[src/rtl/bin_to_bcd_pkg.sv]
// rtl/bin_to_bcd_pkg.sv - shared constants and FSM state encoding for bin_to_bcd_seq
package bin_to_bcd_pkg;

  localparam int BCD_DIGIT_W = 4;
  localparam logic [BCD_DIGIT_W-1:0] ADD3_THRESH = 4'd5;
  localparam logic [BCD_DIGIT_W-1:0] MAX_DIGIT   = 4'd9;

  typedef enum logic [1:0] {
    ST_IDLE  = 2'd0,
    ST_SHIFT = 2'd1,
    ST_DONE  = 2'd2
  } state_t;

endpackage

[src/rtl/bcd_add3.sv]
// rtl/bcd_add3.sv - double-dabble digit correction: add 3 to any digit of 5 or more
module bcd_add3
  import bin_to_bcd_pkg::*;
(
  input  logic [BCD_DIGIT_W-1:0] digit,
  output logic [BCD_DIGIT_W-1:0] corrected
);

  assign corrected = (digit >= ADD3_THRESH) ? digit + 4'd3 : digit;

endmodule

[src/rtl/bin_to_bcd_seq.sv]
// rtl/bin_to_bcd_seq.sv - sequential double-dabble binary to packed BCD converter
// Optional leading-zero flags on blank_o when BIN2BCD_BLANK_EN is defined.
module bin_to_bcd_seq
  import bin_to_bcd_pkg::*;
#(
  parameter int BIN_W  = 8,
  parameter int DIGITS = 3
) (
  input  logic                          clk_i,
  input  logic                          rst_i,
  input  logic                          start_i,
  input  logic [BIN_W-1:0]              bin_i,
  output logic                          ready_o,
  output logic                          valid_o,
  output logic [BCD_DIGIT_W*DIGITS-1:0] bcd_o,
  output logic                          ovf_o
`ifdef BIN2BCD_BLANK_EN
  ,
  output logic [DIGITS-1:0]             blank_o
`endif
);

  localparam int CNT_W = $clog2(BIN_W + 1);
  localparam int BCD_W = BCD_DIGIT_W * DIGITS;
  localparam logic [BCD_W-1:0] ALL_NINES = {DIGITS{MAX_DIGIT}};

  state_t            state, state_next;
  logic              load_en, shift_en, done_en;
  logic [BIN_W-1:0]  shift_q;
  logic [BCD_W-1:0]  bcd_q, bcd_adj, result;
  logic              ovf_q;
  logic [CNT_W-1:0]  cnt_q;

  for (genvar g = 0; g < DIGITS; g++) begin : gen_digit
    bcd_add3 u_add3 (
      .digit     (bcd_q[g*BCD_DIGIT_W +: BCD_DIGIT_W]),
      .corrected (bcd_adj[g*BCD_DIGIT_W +: BCD_DIGIT_W])
    );
  end

  always_ff @(posedge clk_i) begin
    if (rst_i) state <= ST_IDLE;
    else       state <= state_next;
  end

  always_comb begin
    state_next = state;
    load_en    = 1'b0;
    shift_en   = 1'b0;
    done_en    = 1'b0;
    ready_o    = 1'b0;
    case (state)
      ST_IDLE: begin
        ready_o = 1'b1;
        if (start_i) begin
          load_en    = 1'b1;
          state_next = ST_SHIFT;
        end
      end
      ST_SHIFT: begin
        shift_en = 1'b1;
        if (cnt_q == CNT_W'(1)) state_next = ST_DONE;
      end
      ST_DONE: begin
        done_en    = 1'b1;
        state_next = ST_IDLE;
      end
      default: state_next = ST_IDLE;
    endcase
  end

  // A one leaving the top digit means the value needs more than DIGITS digits.
  always_ff @(posedge clk_i) begin
    if (rst_i) begin
      shift_q <= '0;
      bcd_q   <= '0;
      ovf_q   <= 1'b0;
      cnt_q   <= '0;
    end else if (load_en) begin
      shift_q <= bin_i;
      bcd_q   <= '0;
      ovf_q   <= 1'b0;
      cnt_q   <= CNT_W'(BIN_W);
    end else if (shift_en) begin
      bcd_q   <= {bcd_adj[BCD_W-2:0], shift_q[BIN_W-1]};
      shift_q <= shift_q << 1;
      ovf_q   <= ovf_q | bcd_adj[BCD_W-1];
      cnt_q   <= cnt_q - CNT_W'(1);
    end
  end

  assign result = ovf_q ? ALL_NINES : bcd_q;

  always_ff @(posedge clk_i) begin
    if (rst_i) begin
      valid_o <= 1'b0;
      bcd_o   <= '0;
      ovf_o   <= 1'b0;
    end else begin
      valid_o <= done_en;
      if (done_en) begin
        bcd_o <= result;
        ovf_o <= ovf_q;
      end
    end
  end

`ifdef BIN2BCD_BLANK_EN
  localparam logic [DIGITS-1:0] BLANK_RST = {DIGITS{1'b1}} << 1;

  logic [DIGITS-1:0] blank_next;
  logic              zero_above;

  // Walk down from the top digit; a digit is blank while everything above it is zero.
  always_comb begin
    blank_next = '0;
    zero_above = 1'b1;
    for (int k = DIGITS - 1; k >= 1; k--) begin
      zero_above    = zero_above & (result[k*BCD_DIGIT_W +: BCD_DIGIT_W] == '0);
      blank_next[k] = zero_above;
    end
  end

  always_ff @(posedge clk_i) begin
    if (rst_i)        blank_o <= BLANK_RST;
    else if (done_en) blank_o <= blank_next;
  end
`endif

endmodule
[config.mk]
export PLATFORM = sky130hd
export DESIGN_NAME = bin_to_bcd_seq
export DESIGN_NICKNAME = d
export VERILOG_FILES = /design/src/rtl/bin_to_bcd_pkg.sv /design/src/rtl/bcd_add3.sv /design/src/rtl/bin_to_bcd_seq.sv
export SDC_FILE = /design/constraint.sdc
export NUM_CORES = 1
export LEC_CHECK = 0
export CAP_MARGIN = 20
export CORE_ASPECT_RATIO = 1.4
export CORE_MARGIN = 1
export CORE_UTILIZATION = 35
export DETAILED_ROUTE_END_ITERATION = 6
export DONT_BUFFER_PORTS = 1
export MAX_ROUTING_LAYER = met4
export PLACE_DENSITY = 0.6
export SLEW_MARGIN = 20
export SYNTH_ARGS = -nofsm -noshare
export SYNTH_HDL_FRONTEND = slang
export SYNTH_SLANG_ARGS = --single-unit
[constraint.sdc]
create_clock -name clk_i -period 1.3 [get_ports clk_i]
set_input_delay 0.26 -clock clk_i [delete_from_list [all_inputs] [get_ports clk_i]]
set_output_delay 0.26 -clock clk_i [all_outputs]
set_load 0.02 [all_outputs]
==> results of run 1 <==
area by class of cell:
| cell class | instances | area share, % |
|---|---|---|
| inverter | 8 | 1.43 |
| multi-input combinational | 154 | 45.6 |
| clock buffer | 7 | 3.53 |
| tap | 66 | 3.37 |
| timing repair buffer | 28 | 10.6 |
| clock inverter | 1 | 1.23 |
| sequential | 41 | 34.3 |
cell usage in the layout, fill, tap and decap left out, types with 5 or more instances in the layout:
cell | Yosys | final
dfxtp_1 | 41 | 33
nand2_1 | 24 | 24
a21oi_1 | 24 | 23
buf_4 | 1 | 22
nor2_1 | 19 | 18
nor3_1 | 13 | 13
a22oi_1 | 7 | 7
o21ai_0 | 6 | 6
clkbuf_8 | 0 | 6
a31oi_1 | 5 | 5
dfxtp_2 | 0 | 5
what timing repair did:
item | CTS | global route
resized for setup | 21 | 15
setup endpoints to repair | 9 | 16
buffers inserted | 0 | 2
cloned | 0 | 0
pin swaps | 7 | 9
report_power, final:
group | switching [mW] | internal, mW
registers | 0.0379 | 1.29
logic | 0.177 | 0.160
clock network | 0.440 | 0.626
cells by family after synthesis:
group,Yosys count,synth area share [%]
adders and majority gates,8,5.21
AOI/OAI and AO/OA,59,20.0
xor gates and xnor gates,2,0.912
DFF,41,42.7
and+or+nand+nor,82,23.1
buffers and inverters,24,6.51
muxes,3,1.56
worst max-delay path, stage by stage, from the launching register on:
cell	delay (ns)
dfxtp_2	0.35
inv_4	0.05
ha_4	0.14
nand2b_4	0.15
a2111oi_4	0.36
a41oi_2	0.07
a21oi_1	0.12
sequential cells by signal, indices dropped and copies added (netlist names):
signal and cells:
bcd_o 12, bcd_q 12, cnt_q 4, ovf_o 1, ovf_q 1, shift_q 8
state 2, valid_o 1
per-layer routing:
layer	share of wire, %	vias to the layer above	track usage, %
met4	1.6	0	5.45
li1	-	808	-
met5	0	-	-
met2	51	22	27.0
met3	2.5	5	3.41
met1	45	748	17.4
worst paths after layout:
check	startpoint	end	slack [ns]	cells past startpoint
max	bcd_q[5]	bcd_q[5]	-0.01	6
min	rst_i	bcd_o[1]	0.03	1
max reg2reg	bcd_q[5]	bcd_q[5]	-0.01	6
min reg2reg	shift_q[7]	bcd_q[0]	0.44	2
metrics by stage:
step                      hold slack, ns  utilization (%)  setup TNS [ns]
after floorplan                    0.396                -        -0.00958
after global placement             0.331             41.4          -0.139
after detailed placement           0.334             41.4          -0.395
after CTS                         0.0146             45.1               0
after global routing             0.00950             46.7          -0.153
final                             0.0254             46.7         -0.0129
==> metrics.cfg, run 1 <==
[logic_synthesis]
synth_edf_count = 0
synth_commonest_cells = dfxtp_1, a21oi_1, nand2_1
netlist_top_cells_area = dfxtp_1, a21oi_1, ha_1, nand2_1, nor2_1
async_reset_ff_share_pct = 0
synth_area_um2 = 1920
synth_seq_cells = 41
synth_cell_types = 42
syn_nets = 238
avgSynthCellArea_um2 = 8.77
synth.most_common_cell = dfxtp_1
synth_top_area_share_pct = 42.7
yosys_warnings = 0
yosys.area.top_type = dfxtp_1
synth-main-ff-cell = dfxtp_1
yosysSeqAreaShare_pct = 42.7
netlist_instances = 219

[timing]
drv_slew = 0
finClkSkew_ns = 0.00798
min_period_ns = 1.31
slew_headroom_pct = 72.3
hold_viol = 0
setup_viol = 1
fin_ws_ns = -0.0129
rsz0062_at_grt = true
clock.fmax_mhz = 762
finalCritPeriodShare_pct = 101
worst_slew_pin_slew_ns = 0.415

[pwr]
max-vdd-ir-drop_mv = 0.502
p_leak_nw = 0.852
finalPower_mw = 2.73
power_density_nw_per_um2 = 1120

[drt]
wl_mm = 4.13
routed_via_density = 5.19
routedWlPerCell_um = 13.5
first_iter_violations = 74
dr.pass1.iters = 4
drtAntennaViolNets = 0
vias = 1583
drc = 0

[final_layout]
fill_cells = 529
ff_latch_area_um2 = 838
fin_cells = 305
n_antenna_cell = 0
nets = 257
drive_gt1_share_pct = 33.1
multi_input_area_um2 = 1120
fin_area_um2 = 2450
area_growth_pct = 27.4

[place]
dp_slack_ns = -0.104
routabilityCongestion = 0.795
portBuffers = 0
dp_hpwl_mm = 2.78
dpl_cell_area_um2 = 2170
placed_cells = 295

[global_route]
grt_antenna_before_repair = 0
grt_pass1_vias = 1485
grt_max_degree = 29
grt.total_usage_pct = 15.5
grt_pass1_wl_mm = 6.75
overflow = 0

[floorplan]
start_util_pct = 36.7
pin_count = 26
die_width_um = 64.6
dieArea_um2 = 5790
rows = 31
coreArea_um2 = 5240
die_y_um = 89.7

[clock_tree]
clk-insertion-delay-late_ns = 0.29
cts_max_level = 2
cts_sinks = 41
cts_max_path_buffers = 2
ctsHoldBuffers = 0
cts-buffers-inserted = 5
cts_tree = done
clockRootBuffer = clkbuf_8
clkTransAtPathRegs_ns = 0.08

[setup_path]
end_kind = flop
cp.required_ns = 1.52
cp-start-kind = flop
worstPathArrival_ns = 1.54
crit_type = reg -> reg
worst-path-max-fanout = 4

[run_status]
status = finished, violations left
violations = setup timing

[job]
maxCapViolations = 0

[hold_path]
hold_class = in -> reg

Power figures use the tool's default switching activity.
==> run 2: changes to the inputs <==
Settings changed: CORE_UTILIZATION 35 to 45, GPL_TIMING_DRIVEN set to 0, PLACE_DENSITY 0.6 to 0.71.
==> run 2 against run 1 <==
Against the previous run: the flow finishes with violations (DRC); power shrank 7.8%; cell area decreased by 3.6%; first-iteration DRC count shrank 14%; largest cell class unchanged; largest power group unchanged.
==> metrics.cfg, run 2 (synthesized netlist as in run 1, its figures left out) <==
[setup_path]
cp-start-kind = flop
rr_endpoint = bcd_q[5]
cp.required_ns = 1.52  ; about the same
end_kind = flop
worstPathArrival_ns = 1.50  ; -0.04 ns
cp_num_buf_inv = 1  ; unchanged
crit_family = compound AO/OA/AOI/OAI gates
reg2reg_slack_ns = 0.02  ; +0.04 ns
reg2reg_from = bcd_q[4]
rr_worst_depth = 6  ; unchanged
cpMaxStageDelayCell = dfxtp_4
max_stage_delay_ns = 0.37  ; about the same
path_cells = inv_2, ha_4, nand2b_4, a2111oi_4, a41oi_2, a21oi_1
crit_type = reg -> reg
worst-path-max-fanout = 4  ; unchanged

[global_route]
grt_pass1_wl_mm = 7.25  ; +7.4%
grt.total_usage_pct = 21.4  ; +5.9 points
grt_max_degree = 12  ; -59%
grt_antenna_before_repair = 0  ; unchanged
overflow = 0  ; unchanged
grt_pass1_vias = 1585  ; +6.7%

[floorplan]
dieArea_um2 = 4540  ; -22%
die_y_um = 79.3  ; -12%
rows = 27  ; -13%
start_util_pct = 47.8  ; +11 points
coreArea_um2 = 4020  ; -23%
die_width_um = 57.2  ; -11%
pin_count = 26  ; unchanged

[drt]
drc = 4  ; +4
routed.top_layer = met4
wl_mm = 4.44  ; +7.5%
wl_met1_mm = 1.91  ; +2.0%
first_iter_violations = 64  ; -14%
dr.pass1.iters = 6  ; +2
drtAntennaViolNets = 0  ; unchanged
routed-wl-met3_um = 142  ; +38%
vias = 1613  ; +1.9%
routed-wl-met2_mm = 2.32  ; +11%
routedWlPerCell_um = 15.9  ; +17%
routed_via_density = 5.78  ; +11%

[hold_path]
holdPathEnd = shift_q[0]
hold_class = in -> reg
hold_depth = 2  ; +1
hold_start = bin_i[0]

[timing]
clock.fmax_mhz = 783  ; +2.7%
setup_viol = 0  ; -1
hold_viol = 0  ; unchanged
finClkSkew_ns = 0.00473  ; -0.00325 ns
min_period_ns = 1.28  ; -0.0351 ns
worst_slew_pin_slew_ns = 0.496  ; +0.0809 ns
finalCritPeriodShare_pct = 98.3  ; -2.7 points
drv_slew = 0  ; unchanged
slew_headroom_pct = 66.9  ; -5.4 points
tns_ns = 0  ; +0.0129 ns
rsz0062_at_grt = true
fin_ws_ns = 0.0222  ; +0.0351 ns

[final_layout]
drive_gt1_share_pct = 32.6  ; -0.43 points
n_antenna_cell = 0  ; unchanged
nets = 255  ; -0.78%
fill_cells = 340  ; -36%
layout_commonest_cell = dfxtp_1
final_cell_mix = dfxtp_1, nand2_1, a21oi_1
reg_top3 = bcd_o (12), bcd_q (12), shift_q (8)
utilization_pct = 58.7  ; +12 points
area_growth_pct = 22.9

[run_status]
violations = DRC
status = finished, violations left

[clock_tree]
clk-insertion-delay-late_ns = 0.29  ; about the same
clkTransAtPathRegs_ns = 0.07  ; about the same
cts_sinks = 41  ; unchanged
cts_tree = done
cts_max_level = 2  ; unchanged
cts_max_path_buffers = 2  ; unchanged
clockRootBuffer = clkbuf_8
cts-buffers-inserted = 5  ; unchanged

[place]
routabilityCongestion = 0.785  ; -1.3%
portBuffers = 0  ; unchanged
dp_slack_ns = -0.132  ; -0.0283 ns
dp_hpwl_mm = 2.89  ; +3.8%

[pwr]
power_density_nw_per_um2 = 1070  ; -4.3%
p_leak_nw = 0.812  ; -4.7%
max-vdd-ir-drop_mv = 0.635  ; +26%

[job]
maxCapViolations = 0  ; unchanged

run 2: cell types whose count changed in the layout (fill, tap and decap cells not counted), moves of 3 or more:
| cell | change |
|---|---|
| buf_4 | -9 |
| buf_2 | +4 |
| o21ai_1 | +3 |
| buf_12 | -3 |
| o21ai_0 | -3 |
| clkbuf_1 | +4 |
run 2: repair_timing:
item | CTS | global route
buffers inserted | 9 | 2
setup endpoints to repair | 20 | 20
resized for setup | 24 | 27
hold buffers | 0 | 0
pin swaps | 7 | 7
hold endpoints to repair | 0 | 0
gates cloned | 0 | 0
run 2: how the worst max path moves through the flow:
stage	from	cells past startpoint	end	slack, ns
final	bcd_q[4]	6	bcd_q[5]	0.02
after global routing	bcd_q[5]	6	bcd_q[5]	-0.04
after CTS	bcd_q[9]	5	bcd_q[9]	0.01
after detailed placement	bcd_q[5]	6	bcd_q[5]	-0.13
after global placement	bcd_q[4]	6	bcd_q[5]	-0.12
after floorplan	bcd_q[5]	6	bcd_q[5]	-0.01
run 2: report_power, final:
| group | switching, mW | internal (mW) |
|---|---|---|
| Clock | 0.412 | 0.421 |
| Combinational | 0.205 | 0.151 |
| Sequential | 0.0414 | 1.29 |
run 2: layer usage:
metal | vias up | global-route usage, %
met5 | - | -
met4 | 0 | 7.80
met3 | 7 | 6.03
met2 | 30 | 36.6
met1 | 771 | 23.5
li1 | 805 | -
run 2: final cells by class:
cell class | instances | area, µm² | share of cell area (%)
flip-flops and latches | 41 | 841 | 35.6
clock buffers | 7 | 86.3 | 3.66
repair buffers | 11 | 82.6 | 3.50
inverters | 8 | 37.5 | 1.59
well taps | 43 | 53.8 | 2.28
multi-input cells | 154 | 1160 | 49.2
plain buffers | 15 | 98.8 | 4.19
run 2: through the flow:
stage	cell area (µm²)	power (mW)	hold WS, ns	instances
floorplan	1950	1.58	0.396	219
global placement	2000	1.64	0.402	262
detailed placement	2000	1.65	0.406	262
CTS	2250	2.52	0.0950	278
global route	2360	2.64	0.116	279
finish	2360	2.52	0.0978	279
